## config.mk

```make
export PLATFORM = sky130hd
export DESIGN_NAME = ctrl_fsm
export DESIGN_NICKNAME = d
export VERILOG_FILES = /design/src/rtl/ctrl_fsm.sv
export SDC_FILE = /design/constraint.sdc
export NUM_CORES = 1
export LEC_CHECK = 0
export BUFFER_PORTS_ARGS = -buffer_cell sky130_fd_sc_hd__buf_2
export CELL_PAD_IN_SITES_DETAIL_PLACEMENT = 2
export CELL_PAD_IN_SITES_GLOBAL_PLACEMENT = 2
export CORE_MARGIN = 10
export CORE_UTILIZATION = 27
export CTS_BUF_LIST = sky130_fd_sc_hd__clkbuf_4
export DETAILED_ROUTE_END_ITERATION = 10
export GPL_TIMING_DRIVEN = 0
export PLACE_DENSITY_LB_ADDON = 0.1
export SLEW_MARGIN = 5
export SYNTH_ARGS = -nofsm -noshare
export SYNTH_HDL_FRONTEND = slang
export SYNTH_SLANG_ARGS = --single-unit
```

## constraint.sdc

```tcl
create_clock -name clk -period 1.71 [get_ports clk]
set_input_delay 0.171 -clock clk [delete_from_list [all_inputs] [get_ports clk]]
set_output_delay 0.171 -clock clk [all_outputs]
set_load 0.005 [all_outputs]
```

## src/rtl/ctrl_fsm.sv

```systemverilog
// ctrl_fsm -- multi-cycle RV32I control sequencer.
//
// Steps every instruction through FETCH, DECODE, EXEC, MEM and WB using the
// 4-bit class from the instruction decoder, and drives the PC, IR,
// register-file, ALU-operand and shared memory-port strobes. The memory port
// may stretch any access with wait states; the request is held until
// mem_ready is seen.
//
// Optional feature macro: CTRL_PERF_CNT_EN adds free-running cycle and
// retired-instruction counters (cycle_cnt, instret_cnt).
//
// Ports:
//   clk, rst        clock, synchronous active-high reset
//   instType        decoder class (0 load .. 8 jal, 9-15 illegal)
//   branch_taken    ALU compare result, consulted in EXEC only
//   mem_ready       memory completes the outstanding request this cycle
//   mem_req/mem_we  memory request and its write qualifier
//   mem_addr_sel    0 = PC, 1 = ALU result
//   ir_we, pc_we    instruction-register load, PC update
//   pc_src          0 PC+4, 1 PC+imm, 2 {ALU[31:1],0}
//   rf_we, wb_sel   register-file write, write-back source
//   alu_src_a/b     ALU operand muxes (PC / immediate when 1)
//   illegal, retire one-cycle status pulses
//   cycle_cnt, instret_cnt  (CTRL_PERF_CNT_EN only) 32-bit wrapping counters
module ctrl_fsm (
  input  logic        clk,
  input  logic        rst,
  input  logic [3:0]  instType,
  input  logic        branch_taken,
  input  logic        mem_ready,
  output logic        mem_req,
  output logic        mem_we,
  output logic        mem_addr_sel,
  output logic        ir_we,
  output logic        pc_we,
  output logic [1:0]  pc_src,
  output logic        rf_we,
  output logic [1:0]  wb_sel,
  output logic        alu_src_a,
  output logic        alu_src_b,
  output logic        illegal,
  output logic        retire
`ifdef CTRL_PERF_CNT_EN
  ,
  output logic [31:0] cycle_cnt,
  output logic [31:0] instret_cnt
`endif
);

  localparam logic [3:0] T_LOAD  = 4'd0;
  localparam logic [3:0] T_IMM   = 4'd1;
  localparam logic [3:0] T_STORE = 4'd2;
  localparam logic [3:0] T_REG   = 4'd3;
  localparam logic [3:0] T_LUI   = 4'd4;
  localparam logic [3:0] T_AUIPC = 4'd5;
  localparam logic [3:0] T_BR    = 4'd6;
  localparam logic [3:0] T_JALR  = 4'd7;
  localparam logic [3:0] T_JAL   = 4'd8;

  typedef enum logic [2:0] {
    S_FETCH,
    S_DECODE,
    S_EXEC,
    S_MEM,
    S_WB
  } state_t;

  state_t     state, nxt;
  logic [3:0] type_q;

  always_ff @(posedge clk) begin
    if (rst) begin
      state  <= S_FETCH;
      type_q <= 4'd0;
    end else begin
      state <= nxt;
      if (state == S_DECODE) type_q <= instType;
    end
  end

  // Outputs are forced low while rst is high, so a request in flight is
  // dropped in the reset cycle itself rather than one cycle later.
  always_comb begin
    nxt          = state;
    mem_req      = 1'b0;
    mem_we       = 1'b0;
    mem_addr_sel = 1'b0;
    ir_we        = 1'b0;
    pc_we        = 1'b0;
    pc_src       = 2'd0;
    rf_we        = 1'b0;
    wb_sel       = 2'd0;
    alu_src_a    = 1'b0;
    alu_src_b    = 1'b0;
    illegal      = 1'b0;
    retire       = 1'b0;
    if (!rst) begin
      case (state)
        S_FETCH: begin
          mem_req = 1'b1;
          if (mem_ready) begin
            ir_we = 1'b1;
            nxt   = S_DECODE;
          end
        end
        S_DECODE: begin
          if (instType > T_JAL) begin
            // Skip the bad instruction: advance PC, no retire.
            illegal = 1'b1;
            pc_we   = 1'b1;
            nxt     = S_FETCH;
          end else begin
            nxt = S_EXEC;
          end
        end
        S_EXEC: begin
          alu_src_a = (type_q == T_AUIPC);
          alu_src_b = !((type_q == T_REG) || (type_q == T_BR));
          case (type_q)
            T_LOAD, T_STORE: nxt = S_MEM;
            T_BR: begin
              pc_we  = 1'b1;
              pc_src = branch_taken ? 2'd1 : 2'd0;
              retire = 1'b1;
              nxt    = S_FETCH;
            end
            T_IMM, T_REG, T_LUI, T_AUIPC, T_JALR, T_JAL: nxt = S_WB;
            default: nxt = S_FETCH;
          endcase
        end
        S_MEM: begin
          mem_req      = 1'b1;
          mem_addr_sel = 1'b1;
          mem_we       = (type_q == T_STORE);
          if (mem_ready) begin
            if (type_q == T_STORE) begin
              pc_we  = 1'b1;
              retire = 1'b1;
              nxt    = S_FETCH;
            end else begin
              nxt = S_WB;
            end
          end
        end
        S_WB: begin
          rf_we  = 1'b1;
          pc_we  = 1'b1;
          retire = 1'b1;
          nxt    = S_FETCH;
          case (type_q)
            T_LOAD:       wb_sel = 2'd1;
            T_LUI:        wb_sel = 2'd3;
            T_JAL, T_JALR: wb_sel = 2'd2;
            default:      wb_sel = 2'd0;
          endcase
          case (type_q)
            T_JAL:   pc_src = 2'd1;
            T_JALR:  pc_src = 2'd2;
            default: pc_src = 2'd0;
          endcase
        end
        default: nxt = S_FETCH;
      endcase
    end
  end

`ifdef CTRL_PERF_CNT_EN
  always_ff @(posedge clk) begin
    if (rst) begin
      cycle_cnt   <= 32'd0;
      instret_cnt <= 32'd0;
    end else begin
      cycle_cnt <= cycle_cnt + 32'd1;
      if (retire) instret_cnt <= instret_cnt + 32'd1;
    end
  end
`endif

endmodule

```

==> metrics.cfg <==
[synthesis]
ys_async_sr_fraction_pct = 0
synthFlopType = dfxtp_1
ys_ff_latch = 7
synth.most_common_cell = nor2_1
synth_area_per_cell_um2 = 7.51
synth_nets = 89
yosysWarnings = 0
synth_edf_count = 0
ys_types = 32
syn-cell-area_um2 = 608
synth_seq_area_share_pct = 23.0
synth_area_leaders = dfxtp_1 23%, nor2_1 9.9%, mux2i_1 6.6%, xor2_1 4.3%, buf_6 3.7%
synthCells = 81
synth.top_cell.area_share_pct = 23.0
synth_commonest_cells = 16 x nor2_1, 7 x dfxtp_1, 5 x nand2_1
yosysTopAreaCell = dfxtp_1

[clocking]
htreeDepth = 1
clockBufferDepth = 2
clkLatencyLatePin_ps = 260
clkSinkCount = 7
cts_root_buf = clkbuf_4
path_clk_slew_ps = 60
cts_tree = yes
numCtsBuffers = 3

[timing]
setup_viol = 0
hold_viol = 0
period_share_pct = 96.2
max_slew_margin_pct = 69.7
fmax_mhz = 608
slew_violations = 0
fin_hold_ws_ps = 175
worst_pin_slew_ps = 455
period_needed_ps = 1650
rsz0062_at_grt = true
final.setup.tns_ps = 0
finClkSkew_ps = 3.77

[floorplan]
rows = 17
ios = 22
die_w_um = 67.5
die_y_um = 67.5
start_util_pct = 28.0
die_area_um2 = 4550
coreArea_um2 = 2170

[setup_path]
crit_buf_inv = 1
cpMaxStageDelayCell = or4_4
path_class = reg2out
path_cells = or4_4, a31oi_1, buf_2
crit_family = simple AND/OR/NAND/NOR gates
start_kind = flop
crit_path_end_kind = output port
cpPeakStageDelay_ps = 540
cp_max_fo = 7
cp_data_required_time_ps = 1540
crit_arrival_ps = 1470

[pwr]
ir_drop_v = 0.000487
power_density_nw_per_um2 = 568
leakagePower_uw = 0.000391

[cells_and_area]
diodes = 0
syn_to_final_growth_pct = 41.2
nets = 121
drive_above_1_share_pct = 45.5

[global_route]
grt_max_degree = 12
grt_pass1_wl_um = 3640
grt_usage_pct = 10.4
antenna_found_initial = 0
grt_pass1_vias = 770
grt-ovfl-total = 0

[routing]
vias = 696
dr.pass1.iters = 2
wl_um = 2220
drt_iter0_drc = 14
drc = 0
viasPerCell = 4.97
routedWlPerCell_um = 15.9
drtAntennaViolNets = 0

[placement]
dp_hpwl_um = 1570
gp_congestion = 0.732
port_buffers = 21

[flow_run]
cap_violations = 0

[outcome]
outcome = finished, final reports clean

[min_path]
hp-class = in2reg

## worst register-to-register path: stages, from the launching register on
cell and delay (ps):
dfxtp_4 370, clkbuf_2 150, buf_4 150, nor3b_4 340
mux2i_1 240, nor2_1 50
## where the power goes
part           switching, uW  total (uW)  internal, uW
Sequential              10.0         182           172
Clock                   68.8         174           105
Combinational           70.2         132          61.5
## worst paths after layout
path,start,end,slack (ps),cells past startpoint
max,state[1]$_SDFFE_PP0P_,pc_we,60,3
min,instType[3],type_q[3]$_SDFFE_PP0P_,170,3
max reg2reg,state[1]$_SDFFE_PP0P_,type_q[1]$_SDFFE_PP0P_,290,5
min reg2reg,type_q[1]$_SDFFE_PP0P_,type_q[1]$_SDFFE_PP0P_,610,2
## metal layers
layer | wire length (um) | up-vias | part of all wire, % | GRT usage (%)
li1 | - | 343 | - | -
met1 | 984 | 337 | 44 | 11.3
met2 | 1110 | 14 | 50 | 18.0
met3 | 116 | 2 | 5.2 | 4.96
met4 | 12 | 0 | 0.54 | 2.31
met5 | 0 | - | 0 | 0
## layout make-up
type | count | area, um^2
Buffer | 5 | 35.0
Clock buffer | 4 | 30.0
Fill cell | 275 | 1310
Inverter | 3 | 11.3
Multi-Input combinational cell | 63 | 429
Sequential cell | 7 | 148
Tap cell | 28 | 35.0
Timing Repair Buffer | 30 | 170
## cells in the final DEF, fill, tap and decap left out, types with 2 or more instances in the layout
cell / count
buf_2: 21
o21ai_0: 3
dfxtp_2: 3
inv_2: 2
buf_4: 9
nand2b_1: 2
nand3b_1: 3
a21oi_1: 3
nor2_1: 14
nand2_1: 5
clkbuf_4: 5
mux2i_1: 4
xor2_1: 3
nand3_1: 2
clkbuf_2: 2
nor2b_1: 3
dfxtp_1: 3
## timing repair
item | CTS | global route
pin swaps | 2 | 4
gates cloned | 0 | 0
buffers inserted | 3 | 6
setup endpoints to repair | 3 | 8
resized for setup | 3 | 16
hold buffers | 0 | 0
## per-stage QoR
step | power (uW) | worst slack (ps) | std cells | area [um^2] | utilization (%)
floorplan | 265 | 395 | 81 | 608 | -
global placement | 299 | 252 | 130 | 748 | 34.5
detailed placement | 302 | 242 | 130 | 748 | 34.5
CTS | 483 | 3.54 | 135 | 797 | 36.7
global route | 524 | -49.7 | 140 | 858 | 39.6
finish | 488 | 64.9 | 140 | 858 | 39.6
## cells by family (layout without fill, tap and decap cells)
family | Yosys count | in the layout | share of synthesized area [%]
mux | 4 | 4 | 6.58
compound gates | 13 | 13 | 13.2
fa+ha+maj | 1 | 1 | 1.65
flops | 7 | 7 | 23.0
xor+xnor | 3 | 3 | 4.32
buf+inv | 11 | 42 | 10.5
simple gates | 42 | 42 | 40.7
## sequential cells by signal, indices dropped and copies added, names as in the netlist
register  count
state         3
type_q        4
Note: power is estimated with default switching activity, not from simulation.
